**config.mk**
```make
export PLATFORM = sky130hd
export DESIGN_NAME = tff_bank
export DESIGN_NICKNAME = d
export VERILOG_FILES = /design/src/rtl/tff_pkg.sv /design/src/rtl/tff_cell.sv /design/src/rtl/tff_bank.sv
export SDC_FILE = /design/constraint.sdc
export NUM_CORES = 1
export LEC_CHECK = 0
export CORE_AREA = 2 2 63 65
export CTS_BUF_LIST = sky130_fd_sc_hd__clkbuf_8
export DETAILED_ROUTE_END_ITERATION = 10
export DIE_AREA = 0 0 65 67
export PLACE_DENSITY = 0.54
export SYNTH_ARGS = -nofsm -noshare
export SYNTH_HDL_FRONTEND = slang
export SYNTH_SLANG_ARGS = --single-unit
```
**constraint.sdc**
```tcl
create_clock -name i_clk -period 3.6 [get_ports i_clk]
set_clock_uncertainty 0.15 [all_clocks]
set_input_delay 0.72 -clock i_clk [delete_from_list [all_inputs] [get_ports i_clk]]
set_output_delay 0.72 -clock i_clk [all_outputs]
set_load 0.005 [all_outputs]
```
**src/rtl/tff_pkg.sv**
```systemverilog
// rtl/tff_pkg.sv - mode encoding shared by the tff_bank slice
package tff_pkg;

  typedef enum logic [1:0] {
    MODE_TOG = 2'b00,
    MODE_UP  = 2'b01,
    MODE_DN  = 2'b10,
    MODE_SR  = 2'b11
  } mode_e;

endpackage

```
**src/rtl/tff_cell.sv**
```systemverilog
// rtl/tff_cell.sv - single T flip-flop with set/clear and async active-low reset
// Set has priority over clear, and clear over toggle; the bank keeps them mutually exclusive.
module tff_cell #(
  parameter logic RST_VAL = 1'b0
) (
  input  logic i_clk,
  input  logic i_rst,
  input  logic i_tog,
  input  logic i_set,
  input  logic i_clr,
  output logic o_q,
  output logic o_q_bar
);

  logic r_q;

  always_ff @(posedge i_clk or negedge i_rst) begin
    if (!i_rst) begin
      r_q <= RST_VAL;
    end else if (i_set) begin
      r_q <= 1'b1;
    end else if (i_clr) begin
      r_q <= 1'b0;
    end else if (i_tog) begin
      r_q <= ~r_q;
    end
  end

  assign o_q     = r_q;
  assign o_q_bar = ~r_q;

endmodule

```
**src/rtl/tff_bank.sv**
```systemverilog
// rtl/tff_bank.sv - WIDTH-bit T flip-flop bank: toggle, up/down counter and SR modes
// Optional TFF_BANK_TEDGE_EN: TOG mode toggles only on a rising edge of each t bit.
module tff_bank
  import tff_pkg::*;
#(
  parameter int               WIDTH   = 8,
  parameter logic [WIDTH-1:0] RST_VAL = '0
) (
  input  logic             i_clk,
  input  logic             i_rst,
  input  logic             i_en,
  input  logic [1:0]       i_mode,
  input  logic [WIDTH-1:0] i_t,
  input  logic [WIDTH-1:0] i_clr,
  output logic [WIDTH-1:0] o_q,
  output logic [WIDTH-1:0] o_q_bar,
  output logic             o_tc,
  output logic             o_err
);

  mode_e            w_mode;
  logic [WIDTH-1:0] w_q;
  logic [WIDTH-1:0] w_q_bar;
  logic [WIDTH-1:0] w_tog_src;
  logic [WIDTH-1:0] w_ones_below;
  logic [WIDTH-1:0] w_zeros_below;
  logic [WIDTH-1:0] w_tog;
  logic [WIDTH-1:0] w_set;
  logic [WIDTH-1:0] w_clr;
  logic             w_wrap;
  logic             w_conflict;
  logic             r_tc;
  logic             r_err;

  assign w_mode = mode_e'(i_mode);

`ifdef TFF_BANK_TEDGE_EN
  logic [WIDTH-1:0] r_t_d;

  // Tracks t every cycle, independent of en and mode, so edges are seen relative to the last clock.
  always_ff @(posedge i_clk or negedge i_rst) begin
    if (!i_rst) begin
      r_t_d <= '0;
    end else begin
      r_t_d <= i_t;
    end
  end

  assign w_tog_src = i_t & ~r_t_d;
`else
  assign w_tog_src = i_t;
`endif

  for (genvar i = 0; i < WIDTH; i++) begin : g_chain
    if (i == 0) begin : g_lsb
      assign w_ones_below[i]  = 1'b1;
      assign w_zeros_below[i] = 1'b1;
    end else begin : g_upper
      assign w_ones_below[i]  = &w_q[i-1:0];
      assign w_zeros_below[i] = ~|w_q[i-1:0];
    end
  end

  always_comb begin
    w_tog = '0;
    w_set = '0;
    w_clr = '0;
    if (i_en) begin
      case (w_mode)
        MODE_TOG: w_tog = w_tog_src;
        MODE_UP:  w_tog = w_ones_below;
        MODE_DN:  w_tog = w_zeros_below;
        MODE_SR: begin
          w_set = i_t & ~i_clr;
          w_clr = i_clr & ~i_t;
        end
        default: ;
      endcase
    end
  end

  assign w_wrap     = i_en & (((w_mode == MODE_UP) & (&w_q)) | ((w_mode == MODE_DN) & ~(|w_q)));
  assign w_conflict = i_en & (w_mode == MODE_SR) & (|(i_t & i_clr));

  always_ff @(posedge i_clk or negedge i_rst) begin
    if (!i_rst) begin
      r_tc  <= 1'b0;
      r_err <= 1'b0;
    end else begin
      r_tc <= w_wrap;
      if (w_conflict) begin
        r_err <= 1'b1;
      end
    end
  end

  for (genvar i = 0; i < WIDTH; i++) begin : g_cell
    tff_cell #(
      .RST_VAL(RST_VAL[i])
    ) u_cell (
      .i_clk   (i_clk),
      .i_rst   (i_rst),
      .i_tog   (w_tog[i]),
      .i_set   (w_set[i]),
      .i_clr   (w_clr[i]),
      .o_q     (w_q[i]),
      .o_q_bar (w_q_bar[i])
    );
  end

  assign o_q     = w_q;
  assign o_q_bar = w_q_bar;
  assign o_tc    = r_tc;
  assign o_err   = r_err;

endmodule

```
* Yosys cells after proc, flatten, opt, wreduce, memory -nomap -nowiden
Cells that the tools add are included.
** Word-level totals
- Logic and storage cells :: 94
- Bits in registers :: 10
- Input port bits :: 21
- Output and inout port bits :: 18
** Cells by class
- Bitwise logic cells :: 20
- Equal/unequal tests :: 3
- Reduce and logical (&&, ||, !) cells :: 31
- Multiplexer cells :: 30
** Operators with widths (number)
- $mux W8 :: 5
- $and A8 B8 Y8 :: 3
- $mux W1 :: 24
- $pmux W8 S3 :: 1
- $reduce_bool A3 Y1 :: 8
- $not A8 Y8 :: 2
- $reduce_or A8 Y1 :: 2
- $not A1 Y1 :: 9
- $reduce_and A8 Y1 :: 1
- $logic_not A1 Y1 :: 7
- $reduce_and A7 Y1 :: 1
- $reduce_or A7 Y1 :: 1
- $reduce_and A6 Y1 :: 1
- $reduce_or A6 Y1 :: 1
- $and A1 B1 Y1 :: 5
- $reduce_and A5 Y1 :: 1
- $reduce_or A5 Y1 :: 1
- $eq A2 B2 Y1 const B :: 2
- $reduce_and A4 Y1 :: 1
- $reduce_or A4 Y1 :: 1
- $reduce_and A3 Y1 :: 1
- $reduce_or A3 Y1 :: 1
- $eq A2 B1 Y1 const B :: 1
- $logic_not A2 Y1 :: 1
- 3 further kinds :: 3

* Depth between registers and ports, before layout
- Depth in word-level cells :: 7
- Gate-level depth with buffers :: 8
- Mapped depth without buffers :: 7

* By module
Synthesis repeated with hierarchy kept, for this count alone.
** Second synthesis, totals
- Cell total of the unflattened synthesis :: 104
- Area, all modules :: 887.1 µm²
** By module, submodules not included
- tff_bank :: seq. area each 50.0 µm², instances 1, cells each 72, area each 526.8 µm²
- tff_cell :: seq. area each 25.0 µm², instances 8, cells each 4, area each 45.0 µm²

* Least setup slack after synthesis
Ideal clock, no wire load.
- Path kind :: input to register
- Start :: in i_mode[0]
- End :: reg g_cell[4].u_cell.r_q
- Library setup time :: 0.074 ns
- Data required time :: 3.376 ns
- Cell stages on the path :: 7
- Buffers on the path :: 0
- Slack :: 1.092 ns
- Arrival :: 2.284 ns
- Cell sequence :: inv_1 -> ha_1 -> or4b_4 -> and3_4 -> or4_1 -> a22o_1 -> o21ai_2
** Between the ends
- Word-level cells in the longest chain between the ends :: 5
- Elaborated cells on any way between the ends :: 13
- Those cells by class :: 3 x eq/ne; 8 x mux; 2 x reduce/logical
** RTL lines
- from (decl) :: RTL line tff_bank.sv:12 : input logic [1:0] i_mode,
- $eq A2 B2 Y1 :: RTL line tff_bank.sv:69 : case (w_mode)
- $mux W8 :: RTL line tff_bank.sv:69
- $mux W8 :: RTL line tff_bank.sv:68 : if (i_en) begin
- $mux W1 :: RTL line tff_cell.sv:22 : end else if (i_clr) begin
- $mux W1 :: RTL line tff_cell.sv:20 : end else if (i_set) begin
- to (signal assigned) :: RTL line tff_cell.sv:25 : r_q <= ~r_q;
- to (decl) :: RTL line tff_cell.sv:15 : logic r_q;
Several ways; a longest one is shown, not always the timed one.
A chain may end at the register's enable or synchronous reset.

* Worst setup path in the final report
Same ends and word-level chain as after synthesis.

==> impl_metrics.xml <==
<?xml version="1.0" encoding="UTF-8"?>
<metrics>
  <group name="yosys">
    <metric name="post_synth_edffs" unit="">0</metric>
    <metric name="synth-seq-cells" unit="">10</metric>
    <metric name="synth-async-reset-ratio" unit="">1.00</metric>
    <metric name="yosysWarnings" unit="">0</metric>
    <metric name="synth_largest_type_area_fraction" unit="">0.236</metric>
    <metric name="syn_area" unit="mm2">0.00106</metric>
    <metric name="synth.area.top_cells" unit="">dfrtp_1 24%, buf_4 11%, ha_1 5.9%, a21oi_1 5.2%, nand2_1 5.0%</metric>
    <metric name="ys_seq_area_frac" unit="">0.236</metric>
    <metric name="synthesis.nets" unit="">160</metric>
    <metric name="ys.flop_type" unit="">dfrtp_1</metric>
    <metric name="synth.largest_area_cell" unit="">dfrtp_1</metric>
    <metric name="netlist-cell-type-count" unit="">38</metric>
    <metric name="synth_area_per_cell" unit="um2">7.91</metric>
    <metric name="synth_cells" unit="">134</metric>
  </group>
  <group name="worst_setup_path">
    <metric name="crit_path_max_incr_delay" unit="ns">0.50</metric>
    <metric name="critical-path-top-delay-family" unit="">simple AND/OR/NAND/NOR gates</metric>
    <metric name="cp_cell_sequence" unit="">clkdlybuf4s50_1 &gt; inv_1 &gt; ha_1 &gt; or4b_4 &gt; and3_4 &gt; or4_1 &gt; a22o_1 &gt; o21ai_2</metric>
    <metric name="worst_ep_required_time" unit="ns">3.62</metric>
    <metric name="cp_data_arrival_time" unit="ns">2.90</metric>
    <metric name="critPathLaunchType" unit="">input port</metric>
    <metric name="crit_type" unit="">input port to flop</metric>
    <metric name="path_buf_inv" unit="">2</metric>
    <metric name="crit_path_max_fanout" unit="">5</metric>
    <metric name="cp-end-kind" unit="">flop</metric>
    <metric name="cpMaxStageDelayCell" unit="">or4b_4</metric>
  </group>
  <group name="clock_tree">
    <metric name="ctsResizeCount" unit="">0</metric>
    <metric name="cts.root.buffer_cell" unit="">clkbuf_8</metric>
    <metric name="tritoncts_clock_tree" unit="">built</metric>
    <metric name="clkTransAtPathRegs" unit="ns">0.05</metric>
    <metric name="tritoncts_num_sinks" unit="">10</metric>
    <metric name="cts_inserted_buffers" unit="">3</metric>
    <metric name="ctsHtreeMaxLevel" unit="">1</metric>
    <metric name="clockBufferDepth" unit="">2</metric>
    <metric name="postCtsSetupBuffers" unit="">0</metric>
    <metric name="clock_latency_at_the_later_pin_of_the_worst_skew_pair" unit="ns">0.24</metric>
    <metric name="ctsHoldBuffers" unit="">0</metric>
  </group>
  <group name="floorplanning">
    <metric name="die_extent_in_x" unit="um">65</metric>
    <metric name="num_io_pins" unit="">39</metric>
    <metric name="floorplan.initialDensity" unit="">0.294</metric>
    <metric name="die_area" unit="mm2">0.00436</metric>
    <metric name="core_box_area" unit="mm2">0.00361</metric>
    <metric name="num_rows" unit="">22</metric>
    <metric name="dieHeight" unit="um">67</metric>
  </group>
  <group name="grt">
    <metric name="global_route.overflow_total" unit="">0</metric>
    <metric name="grt_pass1_wl" unit="um">4800</metric>
    <metric name="grt_antenna_before_repair" unit="">0</metric>
    <metric name="via_count_of_the_first_global_routing_pass" unit="">1022</metric>
    <metric name="global_route.usage.total" unit="">0.144</metric>
    <metric name="pin_count_of_the_biggest_net_entering_global_routing" unit="">17</metric>
  </group>
  <group name="final_layout">
    <metric name="antenna-diode-count" unit="">0</metric>
    <metric name="num-fill-cells" unit="">395</metric>
    <metric name="finalNetCount" unit="">184</metric>
    <metric name="post_route_cells_drive_above_1_share" unit="">0.0637</metric>
    <metric name="final_cell_area" unit="mm2">0.00140</metric>
    <metric name="area_growth" unit="%">32.2</metric>
  </group>
  <group name="route">
    <metric name="detail_route.drc_violations" unit="">0</metric>
    <metric name="ant_nets" unit="">0</metric>
    <metric name="routed_wire_length_per_instance" unit="um">14.2</metric>
    <metric name="drt_iter0_markers" unit="">65</metric>
    <metric name="drt_pass1_iterations" unit="">4</metric>
    <metric name="wirelength" unit="um">2910</metric>
    <metric name="post_drt_via_cell_ratio" unit="">5.02</metric>
    <metric name="route.vias.total" unit="">1029</metric>
  </group>
  <group name="timing">
    <metric name="finalHoldViolCount" unit="">0</metric>
    <metric name="timing.final.crit_share" unit="">0.800</metric>
    <metric name="tns" unit="ns">0</metric>
    <metric name="timing.final.setup_violations" unit="">0</metric>
    <metric name="worst_pin_slew" unit="ns">0.514</metric>
    <metric name="timing.max_slew.rel_slack" unit="">0.656</metric>
    <metric name="post_route_minimum_period" unit="ns">2.88</metric>
    <metric name="worst_slack_setup_final" unit="ns">0.719</metric>
    <metric name="grt_setup_unrepaired" unit="">false</metric>
    <metric name="max_freq" unit="GHz">0.347</metric>
    <metric name="slew_violations" unit="">0</metric>
  </group>
  <group name="power_and_ir_drop">
    <metric name="p_sw" unit="uW">241</metric>
    <metric name="total_leakage_power" unit="nW">0.542</metric>
    <metric name="power.ir.vdd_worst" unit="V">0.000197</metric>
    <metric name="power" unit="uW">685</metric>
    <metric name="portion_of_total_power_attributed_to_sequential_cells" unit="">0.293</metric>
    <metric name="comb_power_share" unit="">0.498</metric>
    <metric name="intPower" unit="uW">445</metric>
    <metric name="swShare" unit="">0.351</metric>
    <metric name="power.clock.fraction" unit="">0.209</metric>
    <metric name="power.density_cell_area" unit="mW/mm2">489</metric>
  </group>
  <group name="placement">
    <metric name="port-buffer-count" unit="">38</metric>
    <metric name="dpl_cell_area" unit="mm2">0.00135</metric>
    <metric name="place_congestion" unit="">0.811</metric>
    <metric name="preCtsSetupSlack" unit="ns">0.470</metric>
    <metric name="dpl.hpwl" unit="um">2290</metric>
  </group>
  <group name="run_status">
    <metric name="outcome" unit="">finished, final reports clean</metric>
  </group>
  <group name="worst_hold_path">
    <metric name="class_of_the_most_critical_hold_timing_path" unit="">flop to flop</metric>
  </group>
  <group name="run">
    <metric name="drv_cap" unit="">0</metric>
  </group>
</metrics>
-- worst register-to-register path, cell delays in order, from the launching register on --
cell	delay [ns]
dfrtp_1	0.45
or4b_4	0.60
and3_4	0.19
or4_1	0.46
a22o_1	0.20
o21ai_2	0.05
-- final timing paths --
| check | slack, ns | startpoint | cells after the start | end |
|---|---|---|---|---|
| max | 0.72 | i_mode[0] | 8 | g_cell[4].u_cell.o_q$_DFFE_PN0P_ |
| min | 0.32 | o_err$_DFFE_PN0P_ | 1 | o_err$_DFFE_PN0P_ |
| max reg2reg | 1.43 | g_cell[1].u_cell.o_q$_DFFE_PN0P_ | 5 | g_cell[4].u_cell.o_q$_DFFE_PN0P_ |
| min reg2reg | 0.32 | o_err$_DFFE_PN0P_ | 1 | o_err$_DFFE_PN0P_ |
| max in group asynchronous | 2.28 | i_rst | 1 | g_cell[5].u_cell.o_q$_DFFE_PN0P_ |
| min in group asynchronous | 0.67 | i_rst | 1 | g_cell[3].u_cell.o_q$_DFFE_PN0P_ |
-- state kept, by name (all words and copies together) (netlist names) --
register and count:
g_cell.u_cell.o_q 8, o_err 1, o_tc 1
-- through the flow --
stage	util	hold slack, ns	instances
detailed placement	0.373	0.298	201
global route	0.389	0.338	205
global placement	0.373	0.297	201
finish	0.389	0.316	205
CTS	0.389	0.321	205
floorplan	-	0.274	134
-- per-layer routing --
layer,global-route usage,wire length [um],vias up
met5,0,0,-
met4,0.0319,21,0
met3,0.0422,160,4
met2,0.240,1420,30
met1,0.184,1300,480
li1,-,-,515
-- power groups by stage --
| stage | Sequential (mW) | Combinational, mW | Clock (mW) |
|---|---|---|---|
| global placement | 0.201 | 0.339 | 0 |
| finish | 0.201 | 0.341 | 0.143 |
| detailed placement | 0.203 | 0.344 | 0 |
| floorplan | 0.185 | 0.252 | 0 |
| CTS | 0.201 | 0.345 | 0.147 |
| global route | 0.209 | 0.380 | 0.154 |
-- cell families (layout without fill, tap and decap cells) --
family	after synthesis	after routing	synth area share
AO/OA/AOI/OAI	38	38	0.227
XOR/XNOR	5	5	0.0413
adder cells (fa/ha/maj)	5	5	0.0590
buffers and inverters	29	52	0.181
flip-flops	10	10	0.236
multiplexers	3	3	0.0283
AND/OR/NAND/NOR	44	44	0.228
-- cells in the mapped netlist, types with 2 or more instances --
master    n
buf_4    16
nand2_1  14
a21oi_1  11
dfrtp_1  10
inv_1    10
o21ai_0   8
nor2_1    7
a22oi_1   6
ha_1      5
xnor2_1   5
buf_6     3
mux2i_1   3
nand4_1   3
nor4_1    3
a22o_1    2
a31oi_1   2
and2_1    2
nor3_1    2
o22ai_1   2
or3_1     2
-- final cells by class --
| class | instances | area [um2] | area share |
|---|---|---|---|
| Multi-Input combinational cell | 95 | 618 | 0.441 |
| Timing Repair Buffer | 38 | 380 | 0.271 |
| Sequential cell | 10 | 250 | 0.179 |
| Tap cell | 48 | 60.1 | 0.0429 |
| Clock buffer | 4 | 55.1 | 0.0393 |
| Inverter | 10 | 37.5 | 0.0268 |
-- placed cells by master, fill, tap and decap left out, drive strengths merged, types with 2 or more instances in the layout --
master / Yosys / layout
nand4: 3 / 3
or3: 2 / 2
a31oi: 2 / 2
nand2: 14 / 14
clkdlybuf4s50: 0 / 38
nor2: 7 / 7
a21oi: 11 / 11
a22o: 2 / 2
nor4: 3 / 3
a22oi: 6 / 6
nor3: 2 / 2
o22ai: 2 / 2
clkbuf: 0 / 4
ha: 5 / 5
mux2i: 3 / 3
and3: 2 / 2
inv: 10 / 10
o21ai: 9 / 9
nand2b: 2 / 2
dfrtp: 10 / 10
xnor2: 5 / 5
and2: 2 / 2
(Power assumes the default switching activity.)
